### config.mk
export PLATFORM = sky130hd
export DESIGN_NAME = fpcvt_sched
export DESIGN_NICKNAME = d
export VERILOG_FILES = /design/src/rtl/fpcvt_pkg.sv /design/src/rtl/fpcvt_conv.sv /design/src/rtl/fpcvt_sched.sv
export SDC_FILE = /design/constraint.sdc
export NUM_CORES = 1
export LEC_CHECK = 0
export CAP_MARGIN = 15
export CORE_MARGIN = 3
export CORE_UTILIZATION = 72
export CTS_BUF_LIST = sky130_fd_sc_hd__clkbuf_8
export DETAILED_ROUTE_END_ITERATION = 10
export DONT_BUFFER_PORTS = 1
export PLACE_DENSITY = 0.89
export SYNTH_ARGS = -nofsm -noshare
export SYNTH_HDL_FRONTEND = slang
export SYNTH_SLANG_ARGS = --single-unit
### constraint.sdc
create_clock -name clk -period 15.3 [get_ports clk]
set_input_delay 3.06 -clock clk [delete_from_list [all_inputs] [get_ports clk]]
set_output_delay 3.06 -clock clk [all_outputs]
set_load 0.005 [all_outputs]
### src/rtl/fpcvt_pkg.sv
// Shared types and constants for the 12-bit linear to 8-bit float conversion path.
package fpcvt_pkg;

    localparam int         LIN_W      = 12;
    localparam int         FP_W       = 8;
    localparam logic [6:0] FP_SAT_MAG = 7'h7F;

    typedef struct packed {
        logic       sign;
        logic [2:0] exp;
        logic [3:0] sig;
    } fp8_t;

endpackage

### src/rtl/fpcvt_conv.sv
// Combinational 12-bit two's complement to fp8 converter (sign, 3-bit exponent, 4-bit significand).
module fpcvt_conv
    import fpcvt_pkg::*;
(
    input  logic [LIN_W-1:0] lin_in,
    output fp8_t             fp_out
);

    logic [10:0] mag;
    logic [3:0]  msb;
    logic [4:0]  window;
    logic [4:0]  rnd_sig;
    logic [3:0]  exp_w;

    // Values below 16 pass through unscaled; larger ones keep 4 bits from the leading one and round on the fifth.
    always_comb begin
        fp_out  = '0;
        window  = '0;
        rnd_sig = '0;
        exp_w   = '0;
        msb     = '0;

        if (lin_in == 12'h800) begin
            mag = 11'h7FF;
        end else if (lin_in[11]) begin
            mag = 11'(~lin_in + 12'd1);
        end else begin
            mag = lin_in[10:0];
        end

        for (int i = 0; i < 11; i++) begin
            if (mag[i]) begin
                msb = 4'(i);
            end
        end

        fp_out.sign = lin_in[11];
        if (msb < 4'd4) begin
            fp_out.exp = 3'd0;
            fp_out.sig = mag[3:0];
        end else begin
            window  = 5'(mag >> (msb - 4'd4));
            rnd_sig = {1'b0, window[4:1]} + {4'b0000, window[0]};
            exp_w   = msb - 4'd3;
            if (rnd_sig[4]) begin
                rnd_sig = 5'd8;
                exp_w   = exp_w + 4'd1;
            end
            if (exp_w > 4'd7) begin
                fp_out.exp = 3'd7;
                fp_out.sig = 4'hF;
            end else begin
                fp_out.exp = exp_w[2:0];
                fp_out.sig = rnd_sig[3:0];
            end
        end
    end

endmodule

### src/rtl/fpcvt_sched.sv
// Round-robin scheduler sharing one fp8 converter among NUM_REQ requesters,
// with a small output FIFO and a saturation event counter.
module fpcvt_sched
    import fpcvt_pkg::*;
#(
    parameter int NUM_REQ = 4,
    parameter int ID_W    = $clog2(NUM_REQ),
    parameter int DEPTH   = 2
) (
    input  logic                     clk,
    input  logic                     rst,
    input  logic [NUM_REQ-1:0]       req_valid,
    input  logic [NUM_REQ*LIN_W-1:0] req_data,
    output logic [NUM_REQ-1:0]       req_ready,
    output logic                     out_valid,
    input  logic                     out_ready,
    output logic [FP_W-1:0]          out_data,
    output logic [ID_W-1:0]          out_id,
    input  logic                     sat_clr,
    output logic [15:0]              sat_cnt,
    output logic                     busy
);

    localparam int PTR_W = (DEPTH > 1) ? $clog2(DEPTH) : 1;
    localparam int CNT_W = $clog2(DEPTH + 1);

    logic [ID_W-1:0]  last_q, last_d;
    logic [PTR_W-1:0] wr_q, wr_d;
    logic [PTR_W-1:0] rd_q, rd_d;
    logic [CNT_W-1:0] count_q, count_d;
    logic [15:0]      sat_q, sat_d;
    fp8_t             data_mem_q [DEPTH];
    fp8_t             data_mem_d [DEPTH];
    logic [ID_W-1:0]  id_mem_q [DEPTH];
    logic [ID_W-1:0]  id_mem_d [DEPTH];

    logic             grant_found;
    logic [ID_W-1:0]  grant_idx;
    logic [ID_W-1:0]  scan_idx;
    logic             space;
    logic             push;
    logic             pop;
    logic [LIN_W-1:0] sel_data;
    fp8_t             conv_out;

    // Scan starts just after the last winner so every requester gets a turn.
    always_comb begin
        grant_found = 1'b0;
        grant_idx   = '0;
        scan_idx    = '0;
        for (int k = 1; k <= NUM_REQ; k++) begin
            scan_idx = ID_W'((int'(last_q) + k) % NUM_REQ);
            if (!grant_found && req_valid[scan_idx]) begin
                grant_found = 1'b1;
                grant_idx   = scan_idx;
            end
        end
    end

    // Space uses the pre-pop count, so a full FIFO never grants even while popping.
    assign space = count_q < CNT_W'(DEPTH);
    assign push  = grant_found && space && !rst;
    assign pop   = out_valid && out_ready;

    always_comb begin
        req_ready = '0;
        if (push) begin
            req_ready[grant_idx] = 1'b1;
        end
    end

    assign sel_data = req_data[int'(grant_idx)*LIN_W +: LIN_W];

    fpcvt_conv u_conv (
        .lin_in (sel_data),
        .fp_out (conv_out)
    );

    always_comb begin
        last_d   = last_q;
        wr_d     = wr_q;
        rd_d     = rd_q;
        count_d  = count_q;
        sat_d    = sat_q;
        data_mem_d = data_mem_q;
        id_mem_d   = id_mem_q;

        if (push) begin
            data_mem_d[wr_q] = conv_out;
            id_mem_d[wr_q]   = grant_idx;
            wr_d             = wr_q + 1'b1;
            last_d           = grant_idx;
        end
        if (pop) begin
            rd_d = rd_q + 1'b1;
        end
        if (push && !pop) begin
            count_d = count_q + 1'b1;
        end else if (!push && pop) begin
            count_d = count_q - 1'b1;
        end

        if (sat_clr) begin
            sat_d = '0;
        end else if (push && {conv_out.exp, conv_out.sig} == FP_SAT_MAG && sat_q != 16'hFFFF) begin
            sat_d = sat_q + 16'd1;
        end
    end

    always_ff @(posedge clk) begin
        if (rst) begin
            last_q     <= ID_W'(NUM_REQ - 1);
            wr_q       <= '0;
            rd_q       <= '0;
            count_q    <= '0;
            sat_q      <= '0;
            data_mem_q <= '{default: '0};
            id_mem_q   <= '{default: '0};
        end else begin
            last_q     <= last_d;
            wr_q       <= wr_d;
            rd_q       <= rd_d;
            count_q    <= count_d;
            sat_q      <= sat_d;
            data_mem_q <= data_mem_d;
            id_mem_q   <= id_mem_d;
        end
    end

    assign out_valid = (count_q != '0);
    assign out_data  = data_mem_q[rd_q];
    assign out_id    = id_mem_q[rd_q];
    assign sat_cnt   = sat_q;
    assign busy      = out_valid || (|req_valid);

endmodule

==> After elaboration in Yosys (flattened, before gate mapping) <==
Index checks and enable logic that the tools add are counted.
{ "totals": {"ff_bits": 42, "in_bits": 56} }
{ "op_classes": {"addsub": 14, "n_eq_ne": 3, "order_cmp": 12, "n_reduce_logical": 23, "n_shift": 2, "mux": 50, "multipliers": 1, "n_bitwise": 3} }
{ "ops": {"columns": ["cell", "count"], "rows": [
  ["$shiftx A48 B7 Y12", 1],
  ["$mux W8", 4],
  ["$mux W4", 7],
  ["$mux W2", 12],
  ["$mux W11", 2],
  ["$add A16 B1 Y16 const B", 1],
  ["$bwmux W16", 1],
  ["$ne A16 B16 Y1 const B", 1],
  ["$lt A2 B3 Y1 const B", 5],
  ["$mux W7", 2],
  ["$eq A12 B12 Y1 const B", 1],
  ["$logic_and A1 B1 Y1", 12],
  ["$mux W3", 4],
  ["$add A11 B1 Y11 const B", 1],
  ["$not A11 Y11", 1],
  ["$shr A11 B4 Y5", 1],
  ["$mux W1", 10],
  ["$bmux W1 S2", 4],
  ["$demux W8 S1", 1],
  ["$eq A7 B7 Y1 const B", 1],
  ["$add A2 B1 Y2 const B", 3],
  ["$logic_not A1 Y1", 6],
  ["$add A4 B1 Y5", 1],
  ["$add A2 B2 Y2 const B", 2],
  ["other kinds (20)", 24]
]} }

==> Longest topological paths before layout <==
Gate-level depths: netlist of the first run.
{ "depth": {"word_depth": 40, "depth_mapped": 31, "depth_no_buf": 26} }

==> By module <==
Synthesis of the first run repeated with hierarchy kept, for this count alone.
{ "unflattened": {"hier_cells": 483, "hier_area_um2": 3895.0} }
{ "by_module_without_submodules": {"columns": ["mod", "area_per_inst_um2", "seq_area_each_um2", "n_inst", "cells_per_inst"], "rows": [
  ["fpcvt_sched", 2501.1, 840.8, 1, 290],
  ["fpcvt_conv", 1393.8, 0.0, 1, 193]
]} }

==> Worst setup path before layout of the first run <==
No wires, ideal clock.
{ "synth_timing": {"path_type": "input-to-reg", "startpoint": "input req_valid[1]", "endpoint": "register sat_q[14] (netlist: sat_cnt[14])", "path_slack_ps": 6782, "t_required_ps": 15230, "stages": 30, "n_path_buf": 4, "arrival_ps": 8447, "setup_ps": 70, "path_cell_list": "or3b_1 -> o311a_1 -> buf_6 -> buf_6 -> buf_6 -> mux2i_1 -> mux2i_2 -> o311ai_1 -> a21o_1 -> a311o_1 -> a41oi_2 -> nand2_2 -> nand2_4 -> inv_2 -> mux2i_1 -> nor2_1 -> a21oi_1 -> mux2_2 -> a222oi_1 -> nor2b_1 -> ha_1 -> ha_1 -> o211ai_1 -> a211o_1 -> o2111ai_1 -> or4_1 -> o41a_1 -> buf_2 -> or3_1 -> a21oi_1"} }
{ "synth_via": {"elab_chain_len": 39} }
{ "synth_rtl": {"columns": ["item", "line", "text"], "rows": [
  ["from (decl)", "fpcvt_sched.sv:12", "input logic [NUM_REQ-1:0] req_valid,"],
  ["$bmux W1 S2", "fpcvt_sched.sv:53", "if (!grant_found && req_valid[scan_idx]) begin"],
  ["$mux W1 (not written as such)", "fpcvt_sched.sv:53", null],
  ["$mux W1", "fpcvt_sched.sv:53", null],
  ["$logic_not A1 Y1", "fpcvt_sched.sv:53", null],
  ["$logic_and A1 B1 Y1", "fpcvt_sched.sv:53", null],
  ["$mux W1", "fpcvt_sched.sv:53", null],
  ["$logic_not A1 Y1", "fpcvt_sched.sv:53", null],
  ["$logic_and A1 B1 Y1", "fpcvt_sched.sv:53", null],
  ["[22 not listed]", null, null],
  ["$add A4 B1 Y5", "fpcvt_conv.sv:43", "rnd_sig = {1'b0, window[4:1]} + {4'b0000, window[0]};"],
  ["$mux W4", "fpcvt_conv.sv:45", "if (rnd_sig[4]) begin"],
  ["$mux W4", "fpcvt_conv.sv:38", "if (msb < 4'd4) begin"],
  ["$gt A4 B3 Y1", "fpcvt_conv.sv:49", "if (exp_w > 4'd7) begin"],
  ["$mux W7", "fpcvt_conv.sv:49", null],
  ["$mux W7", "fpcvt_conv.sv:38", null],
  ["$eq A7 B7 Y1", "fpcvt_sched.sv:105", "end else if (push && {conv_out.exp, conv_out.sig} == FP_SAT_MAG && sat_q != 16'hFFFF) begin"],
  ["$logic_and A1 B1 Y1 (*) (2 in series)", "fpcvt_sched.sv:105", null],
  ["to (signal assigned)", "fpcvt_sched.sv:124", "sat_q <= sat_d;"],
  ["to (decl)", "fpcvt_sched.sv:31", "logic [15:0] sat_q, sat_d;"]
]} }
Every way passes the cells marked *; elsewhere a longest branch is shown, timed or not. The select of a mux whose other input is x is not followed.
A chain may end at the register's enable or synchronous reset.

==> Worst setup path in the final report of the first run <==
{ "layout_timing": {"startpoint": "input req_valid[3]", "endpoint": "register sat_q[11] (netlist: sat_cnt[11])"} }
The elaborated chain is that of the path after synthesis.

==> results of run 1 <==
## cells in the mapped netlist (3+ instances only)
master / number
mux2i_1: 46
nand2_1: 43
dfxtp_1: 42
o21ai_0: 37
nor2_1: 31
a21oi_1: 30
mux2_2: 21
nand3b_1: 18
or3_1: 16
clkbuf_1: 14
nand3_1: 14
and3_1: 11
o21ai_1: 10
inv_1: 9
nor3_1: 9
buf_2: 8
xor2_1: 8
and2_1: 7
ha_1: 7
nor2b_1: 7
xnor2_1: 7
nor4_1: 6
a211o_1: 5
a21o_1: 4
nand4_1: 4
o211ai_1: 4
o21a_1: 4
buf_6: 3
mux2i_2: 3
o22ai_1: 3
o31ai_1: 3
or2_2: 3
## sequential cells by signal, summed over array words and instances (netlist names)
register    cells
rd_q            1
data_mem_q     16
id_mem_q        4
count_q         2
last_q          2
wr_q            1
sat_cnt        16
## layer usage
layer,up-vias,global-route usage (%),share of wire (%)
li1,1757,-,-
met1,1702,39.6,42
met2,204,50.5,47
met3,19,7.68,9.8
met4,0,8.74,1.4
met5,-,0,0
## power by group
part | total (mW) | switching [mW] | internal (mW)
clock network | 0.0740 | 0.0413 | 0.0326
logic | 0.525 | 0.313 | 0.211
registers | 0.155 | 0.0189 | 0.136
total | 0.753 | 0.374 | 0.380
## worst reg2reg max path, stage by stage (launching register included)
cell and delay [ns]:
dfxtp_1 0.43, or3b_1 0.15, o311a_2 0.81, mux2i_1 0.25, mux2i_2 0.58, o311ai_1 0.23
a21o_1 0.23, a311o_1 0.40, a41oi_2 0.24, nand2_2 0.12, nand2_4 0.12, inv_2 0.10
mux2i_1 0.15, nor2_1 0.10, a21oi_1 0.04, mux2_2 0.26, a222oi_1 0.32, nor2b_1 0.09
ha_1 0.21, ha_1 0.24, o211ai_1 0.17, a211o_1 0.18, o2111ai_1 0.12, or4_1 0.41
o41a_1 0.65, or4_1 0.59, o21ai_1 0.08
## stage by stage
step | std cells | hold slack, ns | instance area [um^2]
4_1_cts | 533 | 0.477 | 3860
2_1_floorplan | 482 | 0.446 | 3800
6_report | 533 | 0.478 | 3860
3_3_place_gp | 525 | 0.457 | 3770
3_5_place_dp | 525 | 0.459 | 3770
5_1_grt | 533 | 0.500 | 3860
## cell type report
class                      count  area share (%)
clock buffer                   5            1.78
clock inverter                 3           0.616
inverter                      11            1.07
multi-input combinational    404            72.4
sequential                    42            21.8
tap                           67            2.17
timing repair buffer           1           0.195
## kinds of logic after synthesis
family                   count (synthesis)  synth area share [%]
AO/OA/AOI/OAI                          126                  21.2
AND/OR/NAND/NOR                        184                  26.3
adder cells (fa/ha/maj)                  7                  2.30
buffers and inverters                   36                  4.41
multiplexers                            72                  20.2
XOR/XNOR                                15                  3.46
flip-flops                              42                  22.1
## how the worst max path moves through the flow
stage,start,to,cells past startpoint
floorplan,req_valid[1],sat_cnt[14]$_SDFFE_PP0P_,30
global placement,req_valid[3],sat_cnt[11]$_SDFFE_PP0P_,25
detailed placement,req_valid[3],sat_cnt[11]$_SDFFE_PP0P_,25
CTS,req_valid[3],sat_cnt[11]$_SDFFE_PP0P_,26
global route,req_valid[3],sat_cnt[11]$_SDFFE_PP0P_,21
finish,req_valid[3],sat_cnt[11]$_SDFFE_PP0P_,26
==> out/qor.txt, run 1 <==
Outcome: finished, final reports clean
Fillers: 356
First-pass detailed-route iteration total: 5
Number of synthesized flops with an enable pin: 0
Ports: 88
Finished Core Util: 78.6%
Post-synthesis sequential area ratio: 22.1%
Drt wl/cell: 18.0 um
Worst-margin pin slew: 0.939 ns
Synth Flop Type: dfxtp_1
Slew margin rel.: 37.4%
Initial Util: 77.4%
CTS tree: done
Final Hold Fails: 0
Ant diodes: 0
Post-CTS Setup Bufs: 0
Worst Path Buf+Inv: 1
Routed Antenna Nets: 0
CTS max path bufs: 2
Dpl ws: 5.37 ns
DRC errors left: 0
RSZ-0062 raised after global routing: false
Clock-pin slew on the worst setup and hold paths: 0.09 ns
Worst EP arrival: 9.95 ns
1st-iter DRT viols: 333
Die Span Y: 78.6 um
Hold Path Sink: data_mem_q[3]$_SDFFE_PP0P_
Max-cap violations: 0
Reg2Reg Depth: 26
Final Setup Violations: 0
Reg2Reg Launch Point: last_q[1]$_SDFFE_PP1P_
Synthesized area per cell: 7.88 um^2
Hold depth: 2
Final nets: 528
# H-tree levels: 2
Crit-path slowest cell: o311a_2
CTS sink cnt: 42
CTS buffer count: 5
Input/output buffers: 0
Clk_lat worst skew: 0.30 ns
Gr usage total: 30.7%
Root Buffer: clkbuf_8
Routed vias: 3682
Multi-input combinational cell area: 0.00279 mm^2
Pwr/cell area: 195 mW/mm^2
Gates resized, CTS repair: 0
Critical Path RT: 15.54 ns
Mapped cell area: 0.00380 mm^2
Reg area: 841 um^2
VDD IR-drop max: 0.134 mV
Gpl congestion: 0.928
Setup WS post-layout: 5.58 ns
CP startpoint kind: input pin
Fraction of layout cells with a size suffix above 1: 10.3%
Row Count: 25
Fmax: 103 MHz
Core area: 0.00491 mm^2
Post-synthesis instance total: 482
Area grow syn2layout: 1.55%
YS warnings: 0
Post-Route Setup TNS: 0 ns
Synth area leader: dfxtp_1
Commonest non-fill, non-tap cell in the layout: mux2i_1
Number of global-route vias before repair: 3456
Post-synthesis async set-or-reset flop share: 0%
Post-DP HPWL: 7.22 mm
Dominant cells by area after synthesis: dfxtp_1 22%, mux2i_1 12%, mux2_2 6.2%
Avg Vias per Cell: 6.91
Slew Limit Fails: 0
Largest net degree at the start of global routing: 36
Synthesized Nets: 545
Crit Path Max Fanout: 35
Die area: 0.00619 mm^2
Max stage delay on crit path: 0.84 ns
Cts hold-fix bufs: 0
CP delay by family, top: compound AO/OA/AOI/OAI gates
Total power: 0.753 mW
Worst setup path class: in2reg
Fin crit share: 63.5%
Layout Skew: 0.0139 ns
Min-Delay Startpoint: data_mem_q[3]$_SDFFE_PP0P_
Count of unique library cells instantiated by Yosys: 69
Critical R2R Capture: sat_cnt[11]$_SDFFE_PP0P_
Initial antenna violation count: 0
Final wirelength: 9.60 mm
Tmin final: 9.72 ns
R2R Setup Slk: 7.96 ns
Yosys top cell area share: 22.1%
Leakage: 1.50 nW
FF+latch count, synth: 42
Die width: 78.6 um
Gr ovfl total: 0
Setup crit end kind: register
Hold WC Path Type: reg2reg
Global-route wire length before repair: 15.7 mm
Commonest non-fill, non-tap cells in the layout: 46 x mux2i_1, 43 x nand2_1, 42 x dfxtp_1, 37 x o21ai_0, 31 x nor2_1
Power figures use the tool's default switching activity.
==> run 2: changes to the inputs <==
- CORE_UTILIZATION: 72 -> 67
- PLACE_DENSITY: 0.89 -> 0.83
- clock period: 15.3 -> 9.35 ns (I/O delays scaled with it)
==> run 2 against run 1 <==
Against the previous run: total power increased by 72%; combinational power increased by 66%; clock skew down 0.0070 ns; non-clock buffer count is 2 higher; first-iteration DRC count decreased by 25%; worst hold slack worse by 0.0017 ns; sequential share of layout area decreased by 0.38 points; sequential power increased by 63%; core utilization shrank 4.5 points; highest routed layer unchanged; routed wire length grew 0.48%; final cell count grew 0.94%.
==> out/qor.txt, run 2 (synthesis gave the netlist of run 1 again) <==
Outcome: finished, final reports clean (unchanged)
RSZ-0062 raised after global routing: false (unchanged)
Initial antenna violation count: 0 (unchanged)
Cts hold-fix bufs: 0 (unchanged)
1st-iter DRT viols: 249 (was 333)
First-pass detailed-route iteration total: 7 (was 5)
Worst-margin pin slew: 0.938 ns (was 0.939 ns)
Dpl cell area: 0.00378 mm^2 (was 0.00377 mm^2)
Worst setup path class: in2reg (unchanged)
Core area: 0.00530 mm^2 (was 0.00491 mm^2)
Pwr/cell area: 330 mW/mm^2 (was 195 mW/mm^2)
Tmin final: 8.54 ns
Final Setup Violations: 0 (unchanged)
Fin crit share: 91.3%
Finished Core Util: 74.1% (was 78.6%)
Global-route wire length before repair: 14.8 mm (was 15.7 mm)
Gr usage total: 27.8% (was 30.7%)
Routed Antenna Nets: 0 (unchanged)
Crit Path Max Fanout: 30 (was 35)
Ports: 88 (unchanged)
Die area: 0.00661 mm^2 (was 0.00619 mm^2)
Final nets: 530 (was 528)
Worst EP arrival: 8.76 ns (was 9.95 ns)
CP startpoint kind: input pin (unchanged)
CTS tree: done (unchanged)
Commonest non-fill, non-tap cells in the layout: 46 x mux2i_1, 43 x nand2_1, 42 x dfxtp_1, 37 x o21ai_0, 31 x nor2_1 (unchanged)
Design area: 0.00393 mm^2 (was 0.00386 mm^2)
VDD IR-drop max: 0.239 mV (was 0.134 mV)
Critical Path RT: 9.57 ns (was 15.54 ns)
Initial Util: 71.7% (was 77.4%)
Gates resized, CTS repair: 0 (unchanged)
CTS max path bufs: 2 (unchanged)
Clk_lat worst skew: 0.29 ns (was 0.30 ns)
# H-tree levels: 2 (unchanged)
Clock-pin slew on the worst setup and hold paths: 0.08 ns (was 0.09 ns)
Leakage: 1.54 nW (was 1.50 nW)
CTS sink cnt: 42 (unchanged)
Largest net degree at the start of global routing: 33 (was 36)
Met1 usage: 35.1% (was 39.6%)
Row Count: 26 (was 25)
Placed Cells incl. Taps: 530 (was 525)
Hold WS: 0.476 ns (was 0.478 ns)
Area grow syn2layout: 3.36% (was 1.55%)
Routed vias: 3635 (was 3682)
Input/output buffers: 0 (unchanged)
Total power: 1.30 mW (was 0.753 mW)
Post-Route Setup TNS: 0 ns (unchanged)
Dpl ws: 0.687 ns (was 5.37 ns)
Die width: 81.3 um (was 78.6 um)
Root Buffer: clkbuf_8 (unchanged)
Commonest non-fill, non-tap cell in the layout: mux2i_1 (unchanged)
Slew margin rel.: 37.5% (was 37.4%)
Finished Layout Cells: 538 (was 533)
Hold WC Path Type: reg2reg (unchanged)
Gr ovfl total: 0 (unchanged)
Post-DP HPWL: 7.24 mm (was 7.22 mm)
Setup WS post-layout: 0.811 ns (was 5.58 ns)
Fillers: 411 (was 356)
Ant diodes: 0 (unchanged)
Layout Skew: 0.00693 ns (was 0.0139 ns)
Slew Limit Fails: 0 (unchanged)
Avg Vias per Cell: 6.76 (was 6.91)
Final Hold Fails: 0 (unchanged)
Drt wl/cell: 17.9 um (was 18.0 um)
Most crowded layer after global routing: met2 (unchanged)
Setup crit end kind: register (unchanged)
Die Span Y: 81.3 um (was 78.6 um)
Gpl congestion: 0.918 (was 0.928)
CTS buffer count: 5 (unchanged)
Fraction of layout cells with a size suffix above 1: 10.7% (was 10.3%)
Max-cap violations: 0 (unchanged)
Final wirelength: 9.65 mm (was 9.60 mm)
M3 GR Usage: 5.88% (was 7.68%)
Fmax: 117 MHz
DRC errors left: 0 (unchanged)
Grt met2 use: 49.1% (was 50.5%)
Post-CTS Setup Bufs: 0 (unchanged)
Number of global-route vias before repair: 3263 (was 3456)
-- run 2: layer usage --
layer  wire, um  vias to the layer above  part of all wire [%]
met5          0                        -                     0
met4         64                        0                  0.66
li1           -                     1757                     -
met1       4200                     1731                    43
met2       4620                      138                    48
met3        760                        9                   7.9
-- run 2: path summary, 6_finish.rpt --
check | startpoint | endpoint | slack, ns | cells past startpoint
setup / recovery | req_valid[3] | sat_cnt[11]$_SDFFE_PP0P_ | 0.81 | 27
hold reg to reg | data_mem_q[14]$_SDFFE_PP0P_ | data_mem_q[14]$_SDFFE_PP0P_ | 0.48 | 2
hold / removal | data_mem_q[14]$_SDFFE_PP0P_ | data_mem_q[14]$_SDFFE_PP0P_ | 0.48 | 2
setup reg to reg | last_q[1]$_SDFFE_PP1P_ | sat_cnt[11]$_SDFFE_PP0P_ | 2.00 | 27
-- run 2: report_power, final --
group          leakage, nW  internal (mW)  switching (mW)
sequential           0.344          0.222          0.0308
clock               0.0714          0.114          0.0618
combinational         1.13          0.347           0.522
-- run 2: cell type report --
class                      instances  area, um^2  area share, %
multi-input combinational        404        2790           71.1
sequential                        42         841           21.4
tap                               70        87.6           2.23
clock buffer                       6        82.6           2.10
clock inverter                     2        60.1           1.53
inverter                          11        41.3           1.05
timing repair buffer               3        22.5          0.573
-- run 2: worst max-delay path, stage by stage --
cell and delay (ns):
nor2b_1 0.16, o311a_2 0.63, buf_4 0.34, mux2i_1 0.11, mux2i_1 0.51, o311ai_1 0.18, a21o_1 0.21, a311o_1 0.41
a41oi_2 0.24, nand2_2 0.13, nand2_4 0.12, inv_2 0.10, mux2i_1 0.15, nor2_1 0.10, a21oi_1 0.05, mux2_2 0.26
a222oi_1 0.36, nor2b_1 0.10, ha_1 0.21, ha_1 0.24, o211ai_1 0.18, a211o_1 0.17, o2111ai_1 0.14, or4_1 0.46
o41a_1 0.67, or4_1 0.59, o21ai_1 0.08
==> run 3: changes to the inputs <==
- CTS_CLUSTER_SIZE: default -> 24
==> results of run 3 <==
No change in the layout: final DEF, timing and power equal those of run 2.
